===== config.mk =====
export PLATFORM = sky130hd
export DESIGN_NAME = icache_refill_ctrl_flat
export DESIGN_NICKNAME = d
export VERILOG_FILES = /design/src/rtl/icache_refill_ctrl_if.sv /design/src/rtl/icache_refill_ctrl.sv /design/src/flat_wrapper.sv
export SDC_FILE = /design/constraint.sdc
export NUM_CORES = 1
export LEC_CHECK = 0
export CORE_UTILIZATION = 42
export DETAILED_ROUTE_END_ITERATION = 8
export PLACE_DENSITY = 0.85
export SYNTH_ARGS = -nofsm -noshare
export SYNTH_HDL_FRONTEND = slang
export SYNTH_SLANG_ARGS = --single-unit

===== constraint.sdc =====
create_clock -name clk -period 2.85 [get_ports clk]
set_input_delay 0.57 -clock clk [delete_from_list [all_inputs] [get_ports clk]]
set_output_delay 0.57 -clock clk [all_outputs]
set_load 0.005 [all_outputs]

===== src/rtl/icache_refill_ctrl_if.sv =====
// Bundle between the I-cache refill controller, the cache miss FSM, the AHB
// master port and the line data array.
interface icache_refill_ctrl_if #(
    parameter int ADDR_W = 32,
    parameter int DATA_W = 32
);
    logic              miss_req;
    logic [ADDR_W-1:0] miss_addr;
    logic              miss_ack;
    logic              busy;

    logic [ADDR_W-1:0] m_haddr;
    logic [1:0]        m_htrans;
    logic [2:0]        m_hburst;
    logic [2:0]        m_hsize;
    logic              m_hwrite;
    logic              m_hready;
    logic              m_hresp;
    logic [DATA_W-1:0] m_hrdata;

    logic              fill_we;
    logic [1:0]        fill_idx;
    logic [DATA_W-1:0] fill_data;
    logic [ADDR_W-1:0] fill_line;
    logic              crit_valid;
    logic              fill_done;
    logic              fill_err;

    modport master (
        input  miss_req, miss_addr, m_hready, m_hresp, m_hrdata,
        output miss_ack, busy, m_haddr, m_htrans, m_hburst, m_hsize, m_hwrite,
               fill_we, fill_idx, fill_data, fill_line, crit_valid, fill_done, fill_err
    );

    modport slave (
        output miss_req, miss_addr, m_hready, m_hresp, m_hrdata,
        input  miss_ack, busy, m_haddr, m_htrans, m_hburst, m_hsize, m_hwrite,
               fill_we, fill_idx, fill_data, fill_line, crit_valid, fill_done, fill_err
    );
endinterface


===== src/rtl/icache_refill_ctrl.sv =====
// I-cache line refill sequencer: one critical-word-first WRAP4 AHB read burst
// per miss, each returned word written into the line array one cycle later.
//
// state | meaning
// IDLE  | waiting for miss_req
// ADDR  | issuing the 4 address beats (data phases overlap)
// DRAIN | last address accepted, collecting remaining data
// ERR   | ERROR response seen, waiting for its second cycle
module icache_refill_ctrl #(
    parameter int ADDR_W = 32,
    parameter int DATA_W = 32
) (
    input  logic clk,
    input  logic rstn,
    icache_refill_ctrl_if.master bus
);

    typedef enum logic [1:0] {IDLE, ADDR, DRAIN, ERR} state_t;

    localparam logic [1:0] HTRANS_IDLE   = 2'b00;
    localparam logic [1:0] HTRANS_NONSEQ = 2'b10;
    localparam logic [1:0] HTRANS_SEQ    = 2'b11;
    localparam logic [2:0] HBURST_WRAP4  = 3'b010;

    state_t            state_q, state_d;
    logic [ADDR_W-1:0] base_q, base_d;
    logic [1:0]        off_q, off_d;
    logic [1:0]        acnt_q, acnt_d;
    logic [1:0]        dcnt_q, dcnt_d;
    logic              dpend_q, dpend_d;
    logic              fill_we_q, fill_we_d;
    logic [1:0]        fill_idx_q, fill_idx_d;
    logic [DATA_W-1:0] fill_data_q, fill_data_d;
    logic              crit_q, crit_d;
    logic              done_q, done_d;

    logic              miss_ack;
    logic              fill_err;
    logic [1:0]        htrans;
    logic [2:0]        hburst;
    logic [ADDR_W-1:0] haddr;
    logic [1:0]        aidx;
    logic              capture;
    logic              err_first;
    logic              unused_addr_lsbs;

    assign aidx      = off_q + acnt_q;
    assign capture   = dpend_q && bus.m_hready && !bus.m_hresp
                       && (state_q == ADDR || state_q == DRAIN);
    // First cycle of the two-cycle AHB ERROR response.
    assign err_first = dpend_q && !bus.m_hready && bus.m_hresp;

    always_comb begin
        state_d     = state_q;
        base_d      = base_q;
        off_d       = off_q;
        acnt_d      = acnt_q;
        dcnt_d      = dcnt_q;
        dpend_d     = dpend_q;
        fill_we_d   = 1'b0;
        fill_idx_d  = fill_idx_q;
        fill_data_d = fill_data_q;
        crit_d      = 1'b0;
        done_d      = 1'b0;
        miss_ack    = 1'b0;
        fill_err    = 1'b0;
        htrans      = HTRANS_IDLE;
        hburst      = 3'b000;
        haddr       = '0;

        if (capture) begin
            fill_we_d   = 1'b1;
            fill_data_d = bus.m_hrdata;
            fill_idx_d  = off_q + dcnt_q;
            crit_d      = (dcnt_q == 2'd0);
            done_d      = (dcnt_q == 2'd3);
            dcnt_d      = dcnt_q + 2'd1;
        end

        case (state_q)
            IDLE: begin
                if (bus.miss_req) begin
                    miss_ack = 1'b1;
                    base_d   = {bus.miss_addr[ADDR_W-1:4], 4'b0000};
                    off_d    = bus.miss_addr[3:2];
                    acnt_d   = 2'd0;
                    dcnt_d   = 2'd0;
                    dpend_d  = 1'b0;
                    state_d  = ADDR;
                end
            end
            ADDR: begin
                htrans = (acnt_q == 2'd0) ? HTRANS_NONSEQ : HTRANS_SEQ;
                hburst = HBURST_WRAP4;
                haddr  = {base_q[ADDR_W-1:4], aidx, 2'b00};
                if (err_first) begin
                    dpend_d = 1'b0;
                    state_d = ERR;
                end else if (bus.m_hready) begin
                    dpend_d = 1'b1;
                    if (acnt_q == 2'd3) begin
                        state_d = DRAIN;
                    end else begin
                        acnt_d = acnt_q + 2'd1;
                    end
                end
            end
            DRAIN: begin
                if (err_first) begin
                    dpend_d = 1'b0;
                    state_d = ERR;
                end else if (bus.m_hready) begin
                    dpend_d = 1'b0;
                end
                if (done_q) begin
                    state_d = IDLE;
                end
            end
            ERR: begin
                if (bus.m_hready) begin
                    fill_err = 1'b1;
                    state_d  = IDLE;
                end
            end
            default: state_d = IDLE;
        endcase
    end

    always_ff @(posedge clk or negedge rstn) begin
        if (!rstn) begin
            state_q     <= IDLE;
            base_q      <= '0;
            off_q       <= '0;
            acnt_q      <= '0;
            dcnt_q      <= '0;
            dpend_q     <= 1'b0;
            fill_we_q   <= 1'b0;
            fill_idx_q  <= '0;
            fill_data_q <= '0;
            crit_q      <= 1'b0;
            done_q      <= 1'b0;
        end else begin
            state_q     <= state_d;
            base_q      <= base_d;
            off_q       <= off_d;
            acnt_q      <= acnt_d;
            dcnt_q      <= dcnt_d;
            dpend_q     <= dpend_d;
            fill_we_q   <= fill_we_d;
            fill_idx_q  <= fill_idx_d;
            fill_data_q <= fill_data_d;
            crit_q      <= crit_d;
            done_q      <= done_d;
        end
    end

    // Byte offset within the word is irrelevant for a line fill.
    assign unused_addr_lsbs = ^bus.miss_addr[1:0];

    assign bus.miss_ack   = miss_ack;
    assign bus.busy       = (state_q != IDLE);
    assign bus.m_haddr    = haddr;
    assign bus.m_htrans   = htrans;
    assign bus.m_hburst   = hburst;
    assign bus.m_hsize    = 3'b010;
    assign bus.m_hwrite   = 1'b0;
    assign bus.fill_we    = fill_we_q;
    assign bus.fill_idx   = fill_idx_q;
    assign bus.fill_data  = fill_data_q;
    assign bus.fill_line  = base_q;
    assign bus.crit_valid = crit_q;
    assign bus.fill_done  = done_q;
    assign bus.fill_err   = fill_err;

endmodule

===== src/flat_wrapper.sv =====
// flat-port wrapper written by rule: the top's interface ports become plain ports
module icache_refill_ctrl_flat 
#(
    parameter int ADDR_W = 32,
    parameter int DATA_W = 32
)
  (clk, rstn, bus_miss_req, bus_miss_addr, bus_m_hready, bus_m_hresp, bus_m_hrdata, bus_miss_ack, bus_busy, bus_m_haddr, bus_m_htrans, bus_m_hburst, bus_m_hsize, bus_m_hwrite, bus_fill_we, bus_fill_idx, bus_fill_data, bus_fill_line, bus_crit_valid, bus_fill_done, bus_fill_err);
  icache_refill_ctrl_if #(.ADDR_W(ADDR_W), .DATA_W(DATA_W)) bus_i ();
  input  logic clk;
  input  logic rstn;
  input wire logic [$bits(bus_i.miss_req)-1:0] bus_miss_req;
  input wire logic [$bits(bus_i.miss_addr)-1:0] bus_miss_addr;
  input wire logic [$bits(bus_i.m_hready)-1:0] bus_m_hready;
  input wire logic [$bits(bus_i.m_hresp)-1:0] bus_m_hresp;
  input wire logic [$bits(bus_i.m_hrdata)-1:0] bus_m_hrdata;
  output wire logic [$bits(bus_i.miss_ack)-1:0] bus_miss_ack;
  output wire logic [$bits(bus_i.busy)-1:0] bus_busy;
  output wire logic [$bits(bus_i.m_haddr)-1:0] bus_m_haddr;
  output wire logic [$bits(bus_i.m_htrans)-1:0] bus_m_htrans;
  output wire logic [$bits(bus_i.m_hburst)-1:0] bus_m_hburst;
  output wire logic [$bits(bus_i.m_hsize)-1:0] bus_m_hsize;
  output wire logic [$bits(bus_i.m_hwrite)-1:0] bus_m_hwrite;
  output wire logic [$bits(bus_i.fill_we)-1:0] bus_fill_we;
  output wire logic [$bits(bus_i.fill_idx)-1:0] bus_fill_idx;
  output wire logic [$bits(bus_i.fill_data)-1:0] bus_fill_data;
  output wire logic [$bits(bus_i.fill_line)-1:0] bus_fill_line;
  output wire logic [$bits(bus_i.crit_valid)-1:0] bus_crit_valid;
  output wire logic [$bits(bus_i.fill_done)-1:0] bus_fill_done;
  output wire logic [$bits(bus_i.fill_err)-1:0] bus_fill_err;
  assign bus_i.miss_req = bus_miss_req;
  assign bus_i.miss_addr = bus_miss_addr;
  assign bus_i.m_hready = bus_m_hready;
  assign bus_i.m_hresp = bus_m_hresp;
  assign bus_i.m_hrdata = bus_m_hrdata;
  assign bus_miss_ack = bus_i.miss_ack;
  assign bus_busy = bus_i.busy;
  assign bus_m_haddr = bus_i.m_haddr;
  assign bus_m_htrans = bus_i.m_htrans;
  assign bus_m_hburst = bus_i.m_hburst;
  assign bus_m_hsize = bus_i.m_hsize;
  assign bus_m_hwrite = bus_i.m_hwrite;
  assign bus_fill_we = bus_i.fill_we;
  assign bus_fill_idx = bus_i.fill_idx;
  assign bus_fill_data = bus_i.fill_data;
  assign bus_fill_line = bus_i.fill_line;
  assign bus_crit_valid = bus_i.crit_valid;
  assign bus_fill_done = bus_i.fill_done;
  assign bus_fill_err = bus_i.fill_err;
  icache_refill_ctrl #(.ADDR_W(ADDR_W), .DATA_W(DATA_W)) u_core (.clk(clk), .rstn(rstn), .bus(bus_i));
endmodule

==> metrics <==
vias in the first global route=2834; Clk pin slew, worst setup/hold paths=0.08 ns; Inst Count DP=587; max_cap viols=0; global routing usage on met1=0.229; RSZ-0062 raised after global routing=false; n_diodes=0; post_cts resized=0; reg2reg start=u_core.state_q[1]$_DFFE_PN0P_; Die X=92.1 microns; Via density=4.60; Fin. Hold Viols=0; crit path capture type=primary output; Clock Sinks=74; final net count=576; Min Clock Period, post-route=2.61 ns; startpoint types=flip-flop; hpwl dp=6070 microns; global-route wire length before repair=13600 microns; io pins=182; post-synthesis mux area share=0.102; family with the most delay on the worst path=buffers and inverters; Worst VDD drop=473 uV; H-tree levels=3; DP Area=5100 sq um; final period utilization=0.915; All-Layer GR Usage=0.203; Design Area, Final=5270 sq um; GRT busiest layer=met2; slowest CP cell=clkdlybuf4s50_1; Synth async-reset ratio=1.00; DR iter-0 viols=98; Final Wtd Congestion=0.779; Area growth syn-to-layout=54.3%; Finished Layout Cells=602; synthesized area per cell=10.2 sq um; WP data required=2.28 ns; Root Buffer=clkbuf_8; CP peak stage delay=0.50 ns; Post-CTS Setup Repair Bufs=0; setup slack, reg-to-reg=0.96 ns; main combinational cell family by area after synthesis=simple AND/OR/NAND/NOR gates; Clock Skew=0.00813 ns; Port Buffers=167; compound-gate portion of the synthesized area=0.0282; met2 global-route usage=0.360; Fmax=383 MHz; Post-Synth Adder-Cell Area=0.0403; CP Max Fanout=41; Hold Slack=0.359 ns; CP Buf/Inv Count=3; Warnings, synthesis=0; pwr/cell area=1000 nW/um^2; XOR/XNOR Fraction of Synth Area=0.0128; LEAKAGE=2.41 nW; routed len/inst=13.6 microns; pin count of the biggest net entering global routing=75; # setup viols final=0; die height=92.1 microns; total grt overflow=0; status=finished clean; Worst Hold Class=input pin to asynchronous set/reset pin; Worst R2R Path Depth=5; sequential-to-total area share from yosys stat=0.543; critical-path cell list=inv_1 > ha_1 > buf_4 > and2_1 > clkdlybuf4s50_1; final wirelength=8210 microns; DIE AREA=8490 sq um; Simple-Gate Fraction of Synth Area=0.211; met3 usage=0.0638; Worst EP arrival=2.04 ns; Routed Antenna Nets=0; post-synthesis instance total=333; share of cells above drive strength 1=0.110; initial antenna violation count=0; worst setup path category=flip-flop to primary output; worst-margin pin slew=0.933 ns; Cell Area, Synth=3410 sq um; hold buffer count at cts=0; #FFs+latches synth=74; synth unique cells=31; Initial DRT Pass Iterations=4; via count=2771; Slew Viols, Final=0; CTS tree=yes; Primary FF master, synth=dfrtp_1; final setup TNS=0 ns; Initial Utilization=0.437; Post-synth EDFFs=0; RR Endpoint=u_core.bus.fill_line[26]$_DFFE_PN0P_; Inserted Clock Buffers=9; Clock Latency Late Sink=0.33 ns; Remaining DRCs=0; num rows=32; Core ar.=7810 sq um; Max Root-Sink Buffers=2; Slew headroom=0.378
how the worst max path moves through the flow:
stage                             startpoint               to  depth (start not counted)
2_1_floorplan  u_core.state_q[1]$_DFFE_PN0P_  bus_m_haddr[10]                          5
3_3_place_gp                    bus_m_hready     bus_fill_err                          3
3_5_place_dp                    bus_m_hready     bus_fill_err                          3
4_1_cts        u_core.state_q[1]$_DFFE_PN0P_  bus_m_haddr[11]                          5
5_1_grt        u_core.state_q[1]$_DFFE_PN0P_   bus_m_haddr[2]                          5
6_report       u_core.state_q[1]$_DFFE_PN0P_  bus_m_haddr[11]                          5
flip-flops by register name (all words and copies together) (netlist names):
signal	cells
u_core.off_q	2
u_core.bus.fill_line	28
u_core.bus.fill_idx	2
u_core.bus.fill_done	1
u_core.bus.fill_we	1
u_core.bus.fill_data	32
u_core.dpend_q	1
u_core.dcnt_q	2
u_core.state_q	2
u_core.bus.crit_valid	1
u_core.acnt_q	2
routing by layer:
| metal | vias to the layer above | part of all wire |
|---|---|---|
| met2 | 127 | 0.51 |
| met4 | 0 | 0.019 |
| li1 | 1348 | - |
| met5 | - | 0 |
| met1 | 1282 | 0.39 |
| met3 | 14 | 0.083 |
final cells by class:
type | count | area (sq um)
multi-input combinational | 232 | 1390
timing repair buffer | 170 | 1690
clock buffer | 10 | 138
sequential | 74 | 1850
tap | 102 | 128
inverter | 9 | 33.8
clock inverter | 5 | 31.3
fill | 622 | 2540
cells in the final DEF (no fill, tap or decap), types with 2 or more instances in the layout:
cell type and count:
inv_1 7, conb_1 12, buf_4 4, clkinv_2 3, a21oi_1 3, o21ai_0 4, inv_2 2, dfrtp_1 74
ha_1 11, a21o_1 2, nand2_1 108, and2_1 34, nor2_1 3, mux2_2 31, nor2b_1 4, clkbuf_8 10
clkdlybuf4s50_1 166, xnor2_1 4, nor3_1 2, nor3b_1 2
per-stage QoR:
stage	worst slack, ns	utilization	power [W]
floorplan	0.937	-	0.00294
global placement	0.437	0.653	0.00450
detailed placement	0.422	0.653	0.00462
CTS	0.206	0.675	0.00535
global route	0.0624	0.675	0.00567
finish	0.242	0.675	0.00527
cells in the mapped netlist, drive strengths merged, types with 2 or more instances:
master,number,area (sq um)
xnor2,4,35.0
nand2,108,405
buf,21,145
mux2,31,349
nor2,3,11.3
o21ai,5,25.0
nor2b,4,25.0
nor3,2,10.0
nor3b,2,15.0
and2,34,213
ha,11,138
clkbuf,7,26.3
a21oi,3,15.0
conb,2,7.51
inv,9,33.8
a21o,2,15.0
dfrtp,74,1850
report_power, final:
part | leakage [nW] | internal (W) | switching (W)
Combinational | 1.41 | 0.00176 | 0.000951
Clock | 0.0879 | 0.000332 | 0.000373
Sequential | 0.918 | 0.00154 | 0.000313
cells by family after synthesis:
logic type,Yosys count
flip-flops,74
other,2
XOR/XNOR,5
AO/OA/AOI/OAI,15
multiplexers,31
AND/OR/NAND/NOR,158
adder cells (fa/ha/maj),11
buffers and inverters,37
Note: power is estimated with default switching activity, not from simulation.
